**src/rtl/thread_fetch_sched.sv**
```systemverilog
// Fetch-side round-robin scheduler for 4 hardware threads.
// Issues pc_if/thread_if for the IF/ID register. Accepts branch redirects
// and done retirements, and a synchronous restart.
// Ports:
//   clk, reset             : clock (rising edge), async active-low reset
//   en                     : fetch advance (same as IF/ID register enable)
//   pc_if, thread_if       : issued fetch PC and thread id
//   fetch_valid            : pc_if/thread_if hold a real fetch
//   redirect_valid/_thread/_pc : load a thread's PC with a branch target
//   done_valid/_thread     : deactivate a thread
//   restart                : re-arm all threads to their start PCs
//   thread_active, all_done: per-thread active bits, all threads retired
module thread_fetch_sched #(
    parameter int unsigned PC_W        = 9,
    parameter int unsigned PC_INC      = 1,
    parameter int unsigned THREAD_SPAN = 128
) (
    input  logic            clk,
    input  logic            reset,
    input  logic            en,
    output logic [PC_W-1:0] pc_if,
    output logic [1:0]      thread_if,
    output logic            fetch_valid,
    input  logic            redirect_valid,
    input  logic [1:0]      redirect_thread,
    input  logic [PC_W-1:0] redirect_pc,
    input  logic            done_valid,
    input  logic [1:0]      done_thread,
    input  logic            restart,
    output logic [3:0]      thread_active,
    output logic            all_done
);

    localparam int unsigned NT = 4;

    logic [PC_W-1:0] pc_q [NT];
    logic [PC_W-1:0] pc_d [NT];
    logic [3:0]      active_q, active_d;
    logic [1:0]      ptr_q, ptr_d;
    logic [PC_W-1:0] pc_if_q, pc_if_d;
    logic [1:0]      thread_if_q, thread_if_d;
    logic            fetch_valid_q, fetch_valid_d;

    logic [3:0]      eff_active;
    logic [1:0]      sel;
    logic            none;

    // Round-robin pick starting at ptr; a thread retired this cycle is skipped.
    always_comb begin
        logic [1:0] idx;
        logic       found;
        idx        = '0;
        found      = 1'b0;
        sel        = ptr_q;
        eff_active = active_q;
        if (done_valid) begin
            eff_active[done_thread] = 1'b0;
        end
        for (int i = 0; i < int'(NT); i++) begin
            idx = ptr_q + 2'(i);
            if (!found && eff_active[idx]) begin
                sel   = idx;
                found = 1'b1;
            end
        end
        none = !found;
    end

    // Next state: issue, then redirect (overrides increment), then restart (overrides all).
    always_comb begin
        for (int i = 0; i < int'(NT); i++) begin
            pc_d[i] = pc_q[i];
        end
        active_d      = eff_active;
        ptr_d         = ptr_q;
        pc_if_d       = pc_if_q;
        thread_if_d   = thread_if_q;
        fetch_valid_d = fetch_valid_q;

        if (en) begin
            if (!none) begin
                pc_d[sel]     = pc_q[sel] + PC_W'(PC_INC);
                pc_if_d       = pc_q[sel];
                thread_if_d   = sel;
                fetch_valid_d = 1'b1;
                ptr_d         = sel + 2'd1;
            end else begin
                fetch_valid_d = 1'b0;
            end
        end

        if (redirect_valid) begin
            pc_d[redirect_thread] = redirect_pc;
        end

        if (restart) begin
            for (int i = 0; i < int'(NT); i++) begin
                pc_d[i] = PC_W'(i * int'(THREAD_SPAN));
            end
            active_d      = 4'b1111;
            ptr_d         = 2'd0;
            fetch_valid_d = 1'b0;
            pc_if_d       = pc_if_q;
            thread_if_d   = thread_if_q;
        end
    end

    // State registers.
    always_ff @(posedge clk or negedge reset) begin
        if (!reset) begin
            for (int i = 0; i < int'(NT); i++) begin
                pc_q[i] <= PC_W'(i * int'(THREAD_SPAN));
            end
            active_q      <= 4'b1111;
            ptr_q         <= 2'd0;
            pc_if_q       <= '0;
            thread_if_q   <= 2'd0;
            fetch_valid_q <= 1'b0;
        end else begin
            for (int i = 0; i < int'(NT); i++) begin
                pc_q[i] <= pc_d[i];
            end
            active_q      <= active_d;
            ptr_q         <= ptr_d;
            pc_if_q       <= pc_if_d;
            thread_if_q   <= thread_if_d;
            fetch_valid_q <= fetch_valid_d;
        end
    end

    assign pc_if         = pc_if_q;
    assign thread_if     = thread_if_q;
    assign fetch_valid   = fetch_valid_q;
    assign thread_active = active_q;
    assign all_done      = (active_q == 4'b0000);

endmodule

```
**config.mk**
```make
export PLATFORM = sky130hd
export DESIGN_NAME = thread_fetch_sched
export DESIGN_NICKNAME = d
export VERILOG_FILES = /design/src/rtl/thread_fetch_sched.sv
export SDC_FILE = /design/constraint.sdc
export NUM_CORES = 1
export LEC_CHECK = 0
export CORE_MARGIN = 2
export CORE_UTILIZATION = 56
export CTS_CLUSTER_DIAMETER = 40
export DETAILED_ROUTE_END_ITERATION = 8
export PLACE_DENSITY = 0.82
export SYNTH_ARGS = -nofsm -noshare
export SYNTH_HDL_FRONTEND = slang
export SYNTH_SLANG_ARGS = --single-unit
```
**constraint.sdc**
```tcl
create_clock -name clk -period 3.5 [get_ports clk]
set_input_delay 0.7 -clock clk [delete_from_list [all_inputs] [get_ports clk]]
set_output_delay 0.7 -clock clk [all_outputs]
set_load 0.01 [all_outputs]
```
==> reports/qor.txt, run 1 <==
Diode count -> 0
Clk pwr share -> 21.5%
DRC errors left -> 0
First-pass GRT wire length -> 14.07 mm
Worst skew pair latency -> 0.31 ns
Mean area per synthesized cell -> 8.859 sq um
Mapped Area -> 3198 sq um
Synth-to-layout area growth -> 23.12%
Critical Path Start -> done_valid
Share of the synthesized area in the top cell type -> 35.99%
P_int -> 1316 uW
Starting density of the core -> 58.08%
Setup crit end -> pc_q[26]
Post-synth ARST share -> 100.0%
Sink Count -> 54
Die span in x -> 79.57 microns
CTS tree -> done
Critical-path cell list -> clkdlybuf4s50_1 -> or3b_1 -> nand2_2 -> a21oi_1 -> o21ai_2 -> o211ai_4 -> buf_4 -> mux2_4 -> nor4_4 -> and3_4 -> o21ai_1 -> a31oi_1
Arrival time at the worst endpoint -> 3.64 ns
Worst setup SP type -> input port
Pwr dens -> 512.5 nW/um^2
Via count -> 3105
Num CTS Buffers -> 5
Power share of the combinational group -> 40.4%
Least-Margin Pin Slew -> 0.6600 ns
Fmax -> 293.2 MHz
Sequential power share -> 38.1%
Row Count -> 27
CP max-delay cell -> clkdlybuf4s50_1
Post-synth top area cell -> dfrtp_1
Buf/Inv on CP -> 2
Critical path depth in cells -> 12
Setup Viol. Count Final -> 0
Max Buffers Root-to-Sink -> 2
Worst-path clk slew -> 0.10 ns
Critical Path End Type -> register
Peak supply drop -> 0.2746 mV
Nets -> 440
Full die area -> 6331 sq um
Core Footprint -> 5507 sq um
Final worst path period share -> 97.45%
Critical Path RT -> 3.73 ns
Finished Cell Area -> 3938 sq um
H-tree levels -> 2
Grt total ovfl -> 0
Postcts setup bufs -> 0
Area occupied by registers -> 1361 sq um
GRT Total Usage -> 28.70%
ANT nets after route -> 0
Drt total wl -> 8.754 mm
Min Tclk post-route -> 3.411 ns
Final HPWL DP -> 6.068 mm
Reg2reg setup slack -> 0.58 ns
DR iter-0 viols -> 330
Reg2reg path depth -> 11
Worst setup path category -> input port to register
Slew Limit Fails -> 0
1st-pass router iterations -> 5
Multi-input gate area -> 1723 sq um
Clk root buf -> clkbuf_8
Run status -> finished, final reports clean
Synth cell types -> 50
Top post-synthesis cells by area -> dfrtp_1 36%, mux2i_1 6.9%, dfstp_2 6.6%, nand2_1 5.8%, nor2_1 5.2%
Via/cell ratio -> 6.337
Lkg Pwr -> 0.001652 uW
R2R Path End -> pc_q[26]
Clock skew -> 0.002556 ns
Worst min path class -> input port to async pin
CP peak stage delay -> 0.54 ns
NetSw -> 702.3 uW
Largest net degree at the start of global routing -> 44
Switching share of power -> 34.80%
Post-synth EDFFs -> 0
Most numerous cell in the Yosys netlist -> nand2_1
Die Height -> 79.57 microns
Syn Nets -> 384
Placement Cell Area -> 3794 sq um
Crit-path leading delay family -> simple AND/OR/NAND/NOR gates
Vias in the first global route -> 2953
Synth warn -> 0
Gate Count Post-Synth -> 361
Yosys reg bits -> 54
Max-slew headroom -> 56.00%
Top_reg_cell synth -> dfrtp_1
Routability cong. -> 0.9318
Crit path max fanout -> 8
Max-cap violation count -> 0
Final hold violation count -> 0
Port bufs -> 35
Layout fillers -> 403
Sequential area share after synthesis -> 42.57%
Layout cell share with drive strength beyond 1 -> 18.42%
DR WL/cell -> 17.87 microns
Post-synth top cells -> 49 x nand2_1, 46 x dfrtp_1, 44 x nor2_1, 30 x a21oi_1, 22 x mux2i_1
I/O Pins -> 36
Initial antenna violation count -> 0
Worst flop-to-flop path startpoint -> thread_active[3]
Worst hold margin -> 0.4010 ns
cell type report:
type / count / area share (%)
tap: 72 / 2.288
multi-input combinational: 281 / 43.76
sequential: 54 / 34.57
inverter: 4 / 0.3813
clock inverter: 3 / 1.144
timing repair buffer: 71 / 16.11
clock buffer: 5 / 1.748
state kept, by name, summed over array words and instances (netlist names):
name and count:
thread_if 2, thread_active 4, pc_q 36, pc_if 9, fetch_valid 1, ptr_q 2
power groups by stage:
stage	sequential [uW]	combinational, uW	clock, uW
6_report	769	816	433
5_1_grt	780	878	462
4_1_cts	769	795	434
3_5_place_dp	781	788	0
3_3_place_gp	776	767	0
2_1_floorplan	787	461	0
per-layer routing:
metal	vias up	wire length (microns)	track usage (%)	share of wire, %
li1	1393	-	-	-
met1	1483	3502	37.41	40
met2	198	4252	48.57	49
met3	31	763	4.638	8.7
met4	0	236	9.655	2.7
met5	-	0	0	0
worst min-delay path by stage:
stage | end | startpoint | depth (start not counted) | slack [ns]
after floorplan | fetch_valid | reset | 0 | 0.40
after global placement | pc_if[5] | pc_if[5] | 2 | 0.46
after CTS | fetch_valid | reset | 1 | 0.43
final | pc_if[0] | reset | 1 | 0.40
after global routing | pc_q[27] | reset | 1 | 0.46
after detailed placement | pc_if[8] | pc_if[8] | 2 | 0.47
cells in the final DEF (no fill, tap or decap), types with 7 or more instances in the layout:
cell type | netlist | layout
nand3_1 | 16 | 16
mux2_2 | 7 | 7
nor2_1 | 44 | 44
mux2i_1 | 22 | 22
clkdlybuf4s50_1 | 0 | 33
a211oi_1 | 9 | 9
o21ai_0 | 21 | 21
a21oi_1 | 30 | 28
dfrtp_1 | 46 | 46
o21ai_1 | 8 | 8
a31oi_1 | 14 | 14
dfstp_2 | 8 | 8
nand2_1 | 49 | 48
buf_4 | 1 | 34
kinds of logic after synthesis:
group | count (synthesis) | share of synthesized area [%]
flip-flops | 54 | 42.57
XOR/XNOR | 4 | 1.096
AND/OR/NAND/NOR | 141 | 20.62
adder cells (fa/ha/maj) | 4 | 1.565
AO/OA/AOI/OAI | 100 | 18.90
buffers and inverters | 26 | 4.303
multiplexers | 32 | 10.95
repair_timing:
| action | CTS | global route |
|---|---|---|
| resized for setup | 0 | 10 |
| setup endpoints to repair | 0 | 17 |
| hold buffers | 0 | 0 |
metrics by stage:
step	setup TNS [ns]	cells	total power [uW]	setup WS [ns]	util, %
floorplan	0	361	1248	0.5925	-
global placement	-1.051	482	1542	-0.1222	68.89
detailed placement	-2.622	482	1569	-0.1695	68.89
CTS	0	490	1997	0.1151	70.96
global route	-0.03192	490	2120	-0.03140	71.51
finish	0	490	2018	0.08942	71.51
Power figures use the tool's default switching activity.
==> run 2: changes to the inputs <==
CTS_CLUSTER_SIZE = 10   (was default)
PLACE_DENSITY = 0.8   (was 0.82)
SETUP_SLACK_MARGIN = 0.05   (was default)
==> run 2 against run 1 <==
Clock power shrank 14%. Critical endpoint is now pc_q[35]. Final cell count rose by 1.2%. Global-route usage decreased by 1.4 points. Cell area up 0.73%. Worst hold slack better by 0.043 ns. Sequential share of layout area shrank 0.25 points. First-iteration DRC count down 14%. Clock-buffer cell count grew 1. Flip-flop and latch count is the same. Maximum frequency rose by 2.1%. Register-to-register slack hardly changed. Sequential power hardly changed.
==> reports/qor.txt, run 2 (synthesis gave the netlist of run 1 again) <==
Run status -> finished, final reports clean (unchanged)
Layout cell share with drive strength beyond 1 -> 19.81% (was 18.42%)
Lkg Pwr -> 0.001679 uW (was 0.001652 uW)
Critical Path End Type -> register (unchanged)
Peak supply drop -> 0.2394 mV (was 0.2746 mV)
DR iter-0 viols -> 284 (was 330)
Die Height -> 79.57 microns (unchanged)
Sink Count -> 54 (unchanged)
Max-slew headroom -> 48.36% (was 56.00%)
Crit path max fanout -> 5 (was 8)
Final HPWL DP -> 5.757 mm (was 6.068 mm)
GRT Total Usage -> 27.35% (was 28.70%)
Drt total wl -> 8.220 mm (was 8.754 mm)
Most frequent cells in the layout -> 49 x nand2_1, 46 x dfrtp_1, 44 x nor2_1 (was 48 x nand2_1, 46 x dfrtp_1, 44 x nor2_1)
Number of flip-flops in the largest register -> 36 (unchanged)
Critical path depth in cells -> 12 (unchanged)
Num CTS Buffers -> 5 (unchanged)
Least-Margin Pin Slew -> 0.7746 ns (was 0.6600 ns)
Worst setup path category -> input port to register (unchanged)
Buf/Inv on CP -> 2 (unchanged)
Crit-path leading delay family -> simple AND/OR/NAND/NOR gates (unchanged)
R2R Path End -> pc_q[35] (was pc_q[26])
First-pass GRT wire length -> 13.49 mm (was 14.07 mm)
RSZ-0062 raised after global routing -> no
Grt total ovfl -> 0 (unchanged)
I/O Pins -> 36 (unchanged)
Top reg by flops -> pc_q (unchanged)
Routability cong. -> 0.9001 (was 0.9318)
Row Count -> 27 (unchanged)
Slew Limit Fails -> 0 (unchanged)
Reg2reg path depth -> 11 (unchanged)
Vias in the first global route -> 2835 (was 2953)
Starting density of the core -> 58.08% (unchanged)
Arrival time at the worst endpoint -> 3.58 ns (was 3.64 ns)
1st-pass router iterations -> 5 (unchanged)
Worst skew pair latency -> 0.32 ns (was 0.31 ns)
CP peak stage delay -> 0.54 ns (about the same)
Reg2reg setup slack -> 0.58 ns (about the same)
Clock skew -> 0.01238 ns (was 0.002556 ns)
Pwr dens -> 496.8 nW/um^2 (was 512.5 nW/um^2)
Critical Path RT -> 3.74 ns (was 3.73 ns)
Max Buffers Root-to-Sink -> 2 (unchanged)
Fmax -> 299.4 MHz (was 293.2 MHz)
Final worst path period share -> 95.42% (was 97.45%)
Largest net degree at the start of global routing -> 44 (unchanged)
ANT nets after route -> 0 (unchanged)
Max-cap violation count -> 0 (unchanged)
Clk root buf -> clkbuf_8 (unchanged)
Full die area -> 6331 sq um (unchanged)
Worst setup SP type -> input port (unchanged)
Worst-path clk slew -> 0.10 ns (about the same)
Via/cell ratio -> 5.950 (was 6.337)
Setup TNS -> 0 ns (unchanged)
CTS tree -> done (unchanged)
Port bufs -> 35 (unchanged)
CP max-delay cell -> clkdlybuf4s50_1 (unchanged)
Via count -> 2951 (was 3105)
Diode count -> 0 (unchanged)
Initial antenna violation count -> 0 (unchanged)
Nets -> 446 (was 440)
DRC errors left -> 0 (unchanged)
Core Footprint -> 5507 sq um (unchanged)
Synth-to-layout area growth -> 24.02% (was 23.12%)
DR WL/cell -> 16.57 microns (was 17.87 microns)
Die span in x -> 79.57 microns (unchanged)
Setup Viol. Count Final -> 0 (unchanged)
Min Tclk post-route -> 3.340 ns (was 3.411 ns)
Worst flop-to-flop path startpoint -> thread_active[3] (unchanged)
Final hold violation count -> 0 (unchanged)
H-tree levels -> 2 (unchanged)
Worst min path class -> input port to async pin (unchanged)
Critical-path cell list -> clkdlybuf4s50_1 -> nand3_1 -> and2_1 -> o211ai_1 -> nand2_4 -> buf_4 -> mux2i_1 -> mux2_4 -> nor4_4 -> and3_4 -> o21ai_1 -> a31oi_1 (was clkdlybuf4s50_1 -> or3b_1 -> nand2_2 -> a21oi_1 -> o21ai_2 -> o211ai_4 -> buf_4 -> mux2_4 -> nor4_4 -> and3_4 -> o21ai_1 -> a31oi_1)
Total power -> 1971 uW (was 2018 uW)
Hold Buf Count CTS -> 0 (unchanged)
Layout fillers -> 409 (was 403)
Commonest non-fill, non-tap cell in the layout -> nand2_1 (unchanged)
-- run 2: how the worst max path moves through the flow --
stage | slack [ns] | to | start
finish | 0.16 | pc_q[35] | done_thread[1]
global route | 0.02 | pc_q[24] | done_thread[1]
CTS | 0.17 | pc_q[15] | done_thread[0]
detailed placement | -0.15 | pc_q[15] | done_thread[0]
global placement | -0.09 | pc_q[16] | done_thread[0]
floorplan | 0.59 | pc_q[21] | done_thread[1]
-- run 2: timing repair --
| action | CTS | global route |
|---|---|---|
| resized for setup | 0 | 10 |
| setup buffers | 0 | 5 |
| setup endpoints to repair | 0 | 23 |
-- run 2: cell type report --
type	count	area, sq um	share of cell area, %
flip-flops and latches	54	1361	34.32
multi-input cells	282	1737	43.79
clock inverters	2	12.51	0.3155
inverters	4	15.01	0.3785
well taps	72	90.09	2.271
clock buffers	6	82.58	2.082
repair buffers	76	668.1	16.85
-- run 2: per-layer routing --
metal  share of wire, %  wire length (microns)  vias to the layer above  track usage (%)
met5                  0                      0                        -                0
met2                 46                   3822                      160            42.86
met3                8.3                    680                       19            4.864
met1                 44                   3597                     1364            38.25
li1                   -                      -                     1408                -
met4                1.5                    120                        0            9.483
-- run 2: stage by stage --
step | cells | hold WS [ns] | setup WS [ns] | util [%] | instance area, sq um
after floorplan | 361 | 0.4044 | 0.5925 | - | 3198
after global placement | 482 | 0.4609 | -0.09093 | 68.67 | 3781
after detailed placement | 482 | 0.4698 | -0.1528 | 68.67 | 3781
after CTS | 490 | 0.4908 | 0.1728 | 70.39 | 3876
after global routing | 496 | 0.5189 | 0.02329 | 72.03 | 3966
final | 496 | 0.4445 | 0.1603 | 72.03 | 3966
-- run 2: where the power goes --
part / switching, uW / leakage [uW] / internal (uW)
Combinational: 427 / 0.000928 / 403
Sequential: 53.7 / 0.000704 / 716
Clock: 212 / 0.0000472 / 160
==> run 3: changes to the inputs <==
CAP_MARGIN = 20   (was default)
==> results of run 3 <==
Same layout as run 2: the final DEF is identical, and so are final timing and power.
